## config.mk

```make
export PLATFORM = sky130hd
export DESIGN_NAME = cpu_bus_write_responder_flat
export DESIGN_NICKNAME = d
export VERILOG_FILES = /design/src/rtl/cpu_bus_write_responder_if.sv /design/src/rtl/cpu_bus_write_responder.sv /design/src/flat_wrapper.sv
export SDC_FILE = /design/constraint.sdc
export NUM_CORES = 1
export LEC_CHECK = 0
export ABC_AREA = 0
export CORE_MARGIN = 2
export CORE_UTILIZATION = 62
export DETAILED_ROUTE_END_ITERATION = 7
export DONT_BUFFER_PORTS = 1
export PLACE_DENSITY_LB_ADDON = 0.3
export SLEW_MARGIN = 5
export SYNTH_ARGS = -nofsm -noshare
export SYNTH_HDL_FRONTEND = slang
export SYNTH_SLANG_ARGS = --single-unit
```

## constraint.sdc

```tcl
create_clock -name clk -period 6.7 [get_ports clk]
set_clock_uncertainty 0.1 [all_clocks]
set_input_delay 1.005 -clock clk [delete_from_list [all_inputs] [get_ports clk]]
set_output_delay 1.005 -clock clk [all_outputs]
set_load 0.03 [all_outputs]
```

## src/rtl/cpu_bus_write_responder_if.sv

```systemverilog
// ============================================================================
// Module      : cpu_bus_write_responder_if
// Description : CPU external-bus write-side pins (chip select, WE, address, data).
// Revision    : 1.0 - initial release
// ============================================================================
`default_nettype none

interface cpu_bus_write_responder_if;
  logic        cn;
  logic        we0_n;
  logic [16:0] addr;
  logic [15:0] data;

  modport master (output cn, we0_n, addr, data);
  modport slave  (input  cn, we0_n, addr, data);
endinterface

`default_nettype wire

```

## src/rtl/cpu_bus_write_responder.sv

```systemverilog
// ============================================================================
// Module      : cpu_bus_write_responder
// Description : Qualifies CPU bus write cycles and issues one-cycle BRAM write
//               strobes with segment/page-expanded addresses.
// Revision    : 1.0 - initial release
// ============================================================================
`default_nettype none

module cpu_bus_write_responder #(
  parameter int          MIN_WE_CYCLES           = 2,
  parameter int          DROP_CNT_W              = 8,
  parameter logic [1:0]  BRAM_SELECT_CONTROLLER  = 2'd0,
  parameter logic [1:0]  BRAM_SELECT_MOD         = 2'd1,
  parameter logic [1:0]  BRAM_SELECT_STM         = 2'd2,
  parameter logic [1:0]  BRAM_SELECT_PWE_TABLE   = 2'd3,
  parameter logic [13:0] ADDR_MOD_MEM_WR_SEGMENT = 14'h0020,
  parameter logic [13:0] ADDR_STM_MEM_WR_SEGMENT = 14'h0021,
  parameter logic [13:0] ADDR_STM_MEM_WR_PAGE    = 14'h0022
) (
  input  logic                      clk,
  input  logic                      rst,
  cpu_bus_write_responder_if.slave  bus,
  output logic                      cnt_we,
  output logic [13:0]               cnt_addr,
  output logic                      mod_we,
  output logic [14:0]               mod_addr,
  output logic                      stm_we,
  output logic [18:0]               stm_addr,
  output logic                      pwe_we,
  output logic [6:0]                pwe_addr,
  output logic [15:0]               data_out,
  output logic                      mod_wr_segment,
  output logic                      stm_wr_segment,
  output logic [3:0]                stm_wr_page,
  output logic [DROP_CNT_W-1:0]     drop_cnt
);

  localparam int                 CNT_W    = $clog2(MIN_WE_CYCLES + 1);
  localparam logic [CNT_W-1:0]   C_WE_MIN = CNT_W'(MIN_WE_CYCLES);
  localparam logic [CNT_W-1:0]   C_WE_ONE = CNT_W'(1);
  localparam logic [DROP_CNT_W-1:0] C_DROP_MAX = {DROP_CNT_W{1'b1}};

  typedef enum logic [2:0] {
    S_IDLE     = 3'd0,
    S_SELECTED = 3'd1,
    S_WE_LOW   = 3'd2,
    S_COMMIT   = 3'd3,
    S_DROP     = 3'd4
  } state_t;

  state_t           r_state;
  state_t           w_state_nxt;
  logic [CNT_W-1:0] r_we_cnt;
  logic [CNT_W-1:0] w_we_cnt_nxt;
  logic             w_latch;

  logic             r_cn;
  logic             r_we;
  logic [16:1]      r_addr_in;
  logic [15:0]      r_data_in;
  logic [16:1]      r_addr;
  logic [15:0]      r_data;

  // Byte lane bit is meaningless for 16-bit writes.
  logic             w_unused_addr0;
  assign w_unused_addr0 = bus.addr[0];

  always_ff @(posedge clk or posedge rst) begin
    if (rst) begin
      r_cn      <= 1'b1;
      r_we      <= 1'b1;
      r_addr_in <= '0;
      r_data_in <= '0;
    end else begin
      r_cn      <= bus.cn;
      r_we      <= bus.we0_n;
      r_addr_in <= bus.addr[16:1];
      r_data_in <= bus.data;
    end
  end

  always_ff @(posedge clk or posedge rst) begin
    if (rst) begin
      r_state  <= S_IDLE;
      r_we_cnt <= '0;
      r_addr   <= '0;
      r_data   <= '0;
    end else begin
      r_state  <= w_state_nxt;
      r_we_cnt <= w_we_cnt_nxt;
      if (w_latch) begin
        r_addr <= r_addr_in;
        r_data <= r_data_in;
      end
    end
  end

  // The first sampled-low cycle is counted on entry to WE_LOW, and a new
  // WE-low seen during COMMIT/DROP goes straight to WE_LOW so no sample is lost.
  always_comb begin
    w_state_nxt  = r_state;
    w_we_cnt_nxt = r_we_cnt;
    w_latch      = 1'b0;
    case (r_state)
      S_IDLE: begin
        if (!r_cn) w_state_nxt = S_SELECTED;
      end
      S_SELECTED: begin
        if (r_cn) begin
          w_state_nxt = S_IDLE;
        end else if (!r_we) begin
          w_state_nxt  = S_WE_LOW;
          w_we_cnt_nxt = C_WE_ONE;
          w_latch      = 1'b1;
        end
      end
      S_WE_LOW: begin
        if (r_we) begin
          w_state_nxt  = (r_we_cnt >= C_WE_MIN) ? S_COMMIT : S_DROP;
          w_we_cnt_nxt = '0;
        end else if (r_cn) begin
          w_state_nxt  = S_DROP;
          w_we_cnt_nxt = '0;
        end else begin
          w_latch = 1'b1;
          if (r_we_cnt < C_WE_MIN) w_we_cnt_nxt = r_we_cnt + C_WE_ONE;
        end
      end
      S_COMMIT, S_DROP: begin
        if (r_cn) begin
          w_state_nxt = S_IDLE;
        end else if (!r_we) begin
          w_state_nxt  = S_WE_LOW;
          w_we_cnt_nxt = C_WE_ONE;
          w_latch      = 1'b1;
        end else begin
          w_state_nxt = S_SELECTED;
        end
      end
      default: begin
        w_state_nxt  = S_IDLE;
        w_we_cnt_nxt = '0;
      end
    endcase
  end

  always_ff @(posedge clk or posedge rst) begin
    if (rst) begin
      cnt_we         <= 1'b0;
      cnt_addr       <= '0;
      mod_we         <= 1'b0;
      mod_addr       <= '0;
      stm_we         <= 1'b0;
      stm_addr       <= '0;
      pwe_we         <= 1'b0;
      pwe_addr       <= '0;
      data_out       <= '0;
      mod_wr_segment <= 1'b0;
      stm_wr_segment <= 1'b0;
      stm_wr_page    <= '0;
      drop_cnt       <= '0;
    end else begin
      cnt_we <= 1'b0;
      mod_we <= 1'b0;
      stm_we <= 1'b0;
      pwe_we <= 1'b0;
      if (r_state == S_COMMIT) begin
        data_out <= r_data;
        if (r_addr[16:15] == BRAM_SELECT_CONTROLLER) begin
          cnt_we   <= 1'b1;
          cnt_addr <= r_addr[14:1];
          // Segment/page registers take effect from the next commit onward.
          if (r_addr[14:1] == ADDR_MOD_MEM_WR_SEGMENT) mod_wr_segment <= r_data[0];
          if (r_addr[14:1] == ADDR_STM_MEM_WR_SEGMENT) stm_wr_segment <= r_data[0];
          if (r_addr[14:1] == ADDR_STM_MEM_WR_PAGE)    stm_wr_page    <= r_data[3:0];
        end else if (r_addr[16:15] == BRAM_SELECT_MOD) begin
          mod_we   <= 1'b1;
          mod_addr <= {mod_wr_segment, r_addr[14:1]};
        end else if (r_addr[16:15] == BRAM_SELECT_STM) begin
          stm_we   <= 1'b1;
          stm_addr <= {stm_wr_segment, stm_wr_page, r_addr[14:1]};
        end else if (r_addr[16:15] == BRAM_SELECT_PWE_TABLE) begin
          pwe_we   <= 1'b1;
          pwe_addr <= r_addr[7:1];
        end
      end
      if (r_state == S_DROP && drop_cnt != C_DROP_MAX) begin
        drop_cnt <= drop_cnt + DROP_CNT_W'(1);
      end
    end
  end

endmodule

`default_nettype wire

```

## src/flat_wrapper.sv

```systemverilog
// flat-port wrapper written by rule: the top's interface ports become plain ports
module cpu_bus_write_responder_flat 
#(
  parameter int          MIN_WE_CYCLES           = 2,
  parameter int          DROP_CNT_W              = 8,
  parameter logic [1:0]  BRAM_SELECT_CONTROLLER  = 2'd0,
  parameter logic [1:0]  BRAM_SELECT_MOD         = 2'd1,
  parameter logic [1:0]  BRAM_SELECT_STM         = 2'd2,
  parameter logic [1:0]  BRAM_SELECT_PWE_TABLE   = 2'd3,
  parameter logic [13:0] ADDR_MOD_MEM_WR_SEGMENT = 14'h0020,
  parameter logic [13:0] ADDR_STM_MEM_WR_SEGMENT = 14'h0021,
  parameter logic [13:0] ADDR_STM_MEM_WR_PAGE    = 14'h0022
)
  (clk, rst, cnt_we, cnt_addr, mod_we, mod_addr, stm_we, stm_addr, pwe_we, pwe_addr, data_out, mod_wr_segment, stm_wr_segment, stm_wr_page, drop_cnt, bus_cn, bus_we0_n, bus_addr, bus_data);
  cpu_bus_write_responder_if bus_i ();
  input  logic clk;
  input  logic rst;
  output logic cnt_we;
  output logic [13:0] cnt_addr;
  output logic mod_we;
  output logic [14:0] mod_addr;
  output logic stm_we;
  output logic [18:0] stm_addr;
  output logic pwe_we;
  output logic [6:0] pwe_addr;
  output logic [15:0] data_out;
  output logic mod_wr_segment;
  output logic stm_wr_segment;
  output logic [3:0] stm_wr_page;
  output logic [DROP_CNT_W-1:0] drop_cnt;
  input wire logic [$bits(bus_i.cn)-1:0] bus_cn;
  input wire logic [$bits(bus_i.we0_n)-1:0] bus_we0_n;
  input wire logic [$bits(bus_i.addr)-1:0] bus_addr;
  input wire logic [$bits(bus_i.data)-1:0] bus_data;
  assign bus_i.cn = bus_cn;
  assign bus_i.we0_n = bus_we0_n;
  assign bus_i.addr = bus_addr;
  assign bus_i.data = bus_data;
  cpu_bus_write_responder #(.MIN_WE_CYCLES(MIN_WE_CYCLES), .DROP_CNT_W(DROP_CNT_W), .BRAM_SELECT_CONTROLLER(BRAM_SELECT_CONTROLLER), .BRAM_SELECT_MOD(BRAM_SELECT_MOD), .BRAM_SELECT_STM(BRAM_SELECT_STM), .BRAM_SELECT_PWE_TABLE(BRAM_SELECT_PWE_TABLE), .ADDR_MOD_MEM_WR_SEGMENT(ADDR_MOD_MEM_WR_SEGMENT), .ADDR_STM_MEM_WR_SEGMENT(ADDR_STM_MEM_WR_SEGMENT), .ADDR_STM_MEM_WR_PAGE(ADDR_STM_MEM_WR_PAGE)) u_core (.clk(clk), .rst(rst), .bus(bus_i), .cnt_we(cnt_we), .cnt_addr(cnt_addr), .mod_we(mod_we), .mod_addr(mod_addr), .stm_we(stm_we), .stm_addr(stm_addr), .pwe_we(pwe_we), .pwe_addr(pwe_addr), .data_out(data_out), .mod_wr_segment(mod_wr_segment), .stm_wr_segment(stm_wr_segment), .stm_wr_page(stm_wr_page), .drop_cnt(drop_cnt));
endmodule
```

==> implementation parameters <==
Parameter                              Value

Outcome
  Result of the run ... finished clean

Routing
  Average detailed-routed wire length per instance ... slightly below 20 um
  Iteration-0 DRC count of the detailed router ... 112
  DR vias ... about 3,000
  Number of optimization iterations in the first detailed-route pass ... 4
  DRC violations left ... 0
  Routed Wire Length ... between 10 and 15 mm
  Via density ... about 5.7
  Count of antenna-violating nets left after detailed routing ... 0

Logic synthesis
  Mapped Cells ... about 390
  Synthesized net count ... between 400 and 500
  Async set-reset flop share out of synthesis ... 100%
  Dominant combinational cell family by area after synthesis ... multiplexers
  Most common flop cell mapped by yosys ... sky130_fd_sc_hd__dfrtp_1
  Mapped cell area ... roughly 0.0059 sq mm
  Fraction of synthesized cell area in xor and xnor cells ... less than 1%
  Proportion of synthesized area in mux cells ... a little under a fifth
  Number of different library cells in the post-synthesis netlist ... 45
  Yosys warning count ... 0
  Compound-Gate Fraction of Synth Area ... under 10%
  Per-instance average area after synthesis ... 15.0 sq um
  Post-synthesis sequential area ratio ... 67.9%
  Number of storage elements in the synthesis netlist ... 160
  Number of flops mapped to enable cells by yosys ... 0
  Post-synthesis adder-cell area fraction ... less than 1%
  Fraction of the mapped netlist area in simple logic gates ... 8.21%

CTS
  Worst-skew pair later-pin latency ... between 0.5 and 0.6 ns
  Cts repair resizes ... 0
  Bufs on Longest Clock Path ... 2
  CTS tree ... done
  Total clock buffers created by CTS ... 17
  Sinks on the clock net ... 160
  Number of buffers inserted by hold repair at cts ... 0
  Maximum level of the CTS H-tree ... 4
  Clock-pin slew on the worst setup and hold paths ... ~0.060 ns
  Post-CTS Setup Inserts ... 0
  Buffer cell driving the clock tree root ... sky130_fd_sc_hd__clkbuf_8

Finish
  Leading cell type in the layout, fill and taps excluded ... sky130_fd_sc_hd__dfrtp_1
  Filler Cell Count ... 601
  Cell Count, Final, Fillers Out ... about 540
  Share of cells above drive strength 1 ... roughly a third
  Net count reported at finish ... 440
  Final Core Density ... 70.7%
  Most frequent cells in the layout ... sky130_fd_sc_hd__dfrtp_1, sky130_fd_sc_hd__mux2_2, sky130_fd_sc_hd__nand2_1
  P&R area growth vs syn ... 10.8%
  Antenna diode count ... 0

STA
  Final critical delay including setup and external delays ... about 2.7 ns
  Unrepaired setup endpoints after global routing ... no
  Final-report max-slew violation count ... 0
  Max-slew headroom at the worst pin ... about 19%
  Post-route fraction of the period consumed by the critical path ... about two fifths
  Final worst slack ... ~4 ns
  Final Hold Viols ... 0
  Pin slew with the least headroom to its limit ... about 1.2 ns
  F_max ... ~370 MHz
  Post-route setup TNS ... 0 ns
  Endpoints failing setup ... 0

Die
  Number of primary I/O pins ... approximately 130
  DIE AREA ... approximately 0.010 sq mm
  Number of core rows ... 35
  Die height ... around 100 um
  Die width ... around 100 um
  Area of the core region ... 0.00924 sq mm
  Effective utilization at floorplan ... a little under two thirds

Critical path
  Critical path class ... flip-flop to flip-flop
  Delay of the slowest critical-path stage ... 1.07 ns
  Maximum fanout along the worst path ... 20
  Endpoint class of the critical path ... flip-flop
  Signal arrival time at the worst endpoint ... 2.97 ns
  Cell chain of the critical path ... nand3_4 -> nor3b_4 -> mux2_2
  Required time at the worst-slack endpoint ... 6.99 ns
  Slowest stage cell, crit path ... sky130_fd_sc_hd__nor3b_4
  Kind of start point of the critical path ... flip-flop

Power and ir drop
  Power density normalized to cell area ... ~470 mW/mm^2
  Leakage power summed over all cells ... approximately 3.1 nW
  Maximum vdd ir drop ... roughly 0.00036 V

Place
  Worst setup timing slack at the placement stage ... around 4 ns
  IO buf count ... 0
  Total instance count after detailed placement ... 511
  Sum of net half-perimeters after detailed placement ... approximately 6.7 mm
  Weighted congestion at the end of routability-driven global placement ... slightly below 0.8

Global routing
  Via count of the first global-routing pass ... 3,182
  Largest net degree at the start of global routing ... 90
  GR Overflow Total ... 0
  Global Route Usage Sum ... 21.6%
  Global-route wire length before repair ... between 15 and 20 mm
  Number of antenna violations at the first check in global routing ... 1

Run
  Max-Cap Viols ... 0

Hold path
  Tightest Hold Check Type ... flip-flop to flip-flop
[power by group]
| part | internal (mW) | switching (mW) |
|---|---|---|
| Combinational | 0.199 | 0.129 |
| Clock | 0.509 | 0.388 |
| Sequential | 1.23 | 0.612 |
| Total | 1.94 | 1.13 |
[stage by stage]
step                hold slack (ns)  power (mW)  instance area (sq um)
floorplan                     0.335        2.07                   5900
global placement              0.345        2.16                   5970
detailed placement            0.355        2.20                   5970
CTS                           0.365        3.10                   6530
global route                  0.358        3.21                   6530
finish                        0.361        3.07                   6530
[worst max-delay path, delay by kind of cell (launching register included)]
family	cells	cell delay [ns]
muxes	1	0.43
and+or+nand+nor	2	1.39
DFF	1	0.63
[cells in the mapped netlist, types with 2 or more instances]
master,number,area [sq um]
sky130_fd_sc_hd__buf_4,4,30.0
sky130_fd_sc_hd__nand2_1,56,210
sky130_fd_sc_hd__nor2_1,9,33.8
sky130_fd_sc_hd__xor2_1,2,17.5
sky130_fd_sc_hd__a21oi_1,4,20.0
sky130_fd_sc_hd__nand3_2,2,20.0
sky130_fd_sc_hd__clkbuf_1,2,7.51
sky130_fd_sc_hd__mux2_2,86,968
sky130_fd_sc_hd__nand3_1,2,10.0
sky130_fd_sc_hd__dfrtp_1,158,3950
sky130_fd_sc_hd__mux2_1,3,33.8
sky130_fd_sc_hd__inv_1,7,26.3
sky130_fd_sc_hd__dfstp_2,2,52.6
sky130_fd_sc_hd__buf_6,6,67.6
sky130_fd_sc_hd__o21ai_0,8,40.0
sky130_fd_sc_hd__xnor2_1,3,26.3
sky130_fd_sc_hd__mux2_4,4,60.1
sky130_fd_sc_hd__nor4_1,3,18.8
sky130_fd_sc_hd__nand4_1,3,18.8
sky130_fd_sc_hd__ha_1,2,25.0
sky130_fd_sc_hd__nor3_1,2,10.0
sky130_fd_sc_hd__o22ai_1,2,12.5
[cell families (layout without fill, tap and decap cells)]
family                   after synthesis  after routing
flip-flops                           160            160
adder cells (fa/ha/maj)                2              2
XOR/XNOR                               5              5
multiplexers                          94             94
AO/OA/AOI/OAI                         22             22
AND/OR/NAND/NOR                       91             91
buffers and inverters                 19             39
[worst paths after layout]
kind / start / end / slack [ns] / cells past startpoint
worst max-delay path: u_core.r_state[0] / u_core.stm_addr[4] / 4.01 / 3
worst min-delay path: u_core.r_data[15] / u_core.data_out[15] / 0.36 / 2
worst max register to register: u_core.r_state[0] / u_core.stm_addr[4] / 4.01 / 3
worst min register to register: u_core.r_data[15] / u_core.data_out[15] / 0.36 / 2
max in group asynchronous: rst / u_core.r_data_in[12] / 4.70 / 2
min in group asynchronous: rst / u_core.r_data_in[11] / 0.40 / 1
[registers in the layout (all words and copies together), names as in the netlist]
register and flops:
u_core.stm_addr 19, u_core.data_out 16, u_core.r_addr 16, u_core.r_addr_in 16, u_core.r_data 16, u_core.r_data_in 16, u_core.mod_addr 15, u_core.cnt_addr 14
u_core.drop_cnt 8, u_core.pwe_addr 7, u_core.stm_wr_page 4, u_core.r_state 3, u_core.r_we_cnt 2, u_core.cnt_we 1, u_core.mod_we 1, u_core.mod_wr_segment 1
u_core.pwe_we 1, u_core.r_cn 1, u_core.r_we 1, u_core.stm_we 1, u_core.stm_wr_segment 1
[metal layers]
layer  vias to the layer above  wire, um  global-route usage (%)
li1                       1367         -                       -
met1                      1613      4340                    27.3
met2                        81      5360                    34.4
met3                        10       678                    8.56
met4                         2        95                    7.48
met5                         -        13                       0
[final cells by class]
type / count / area (sq um) / share of cell area, %
repair buffers: 1 / 7.51 / 0.115
flip-flops and latches: 160 / 4010 / 61.3
well taps: 129 / 161 / 2.47
multi-input cells: 214 / 1770 / 27.1
clock inverters: 13 / 131 / 2.01
clock buffers: 18 / 428 / 6.55
inverters: 7 / 31.3 / 0.479
(Power assumes the default switching activity.)
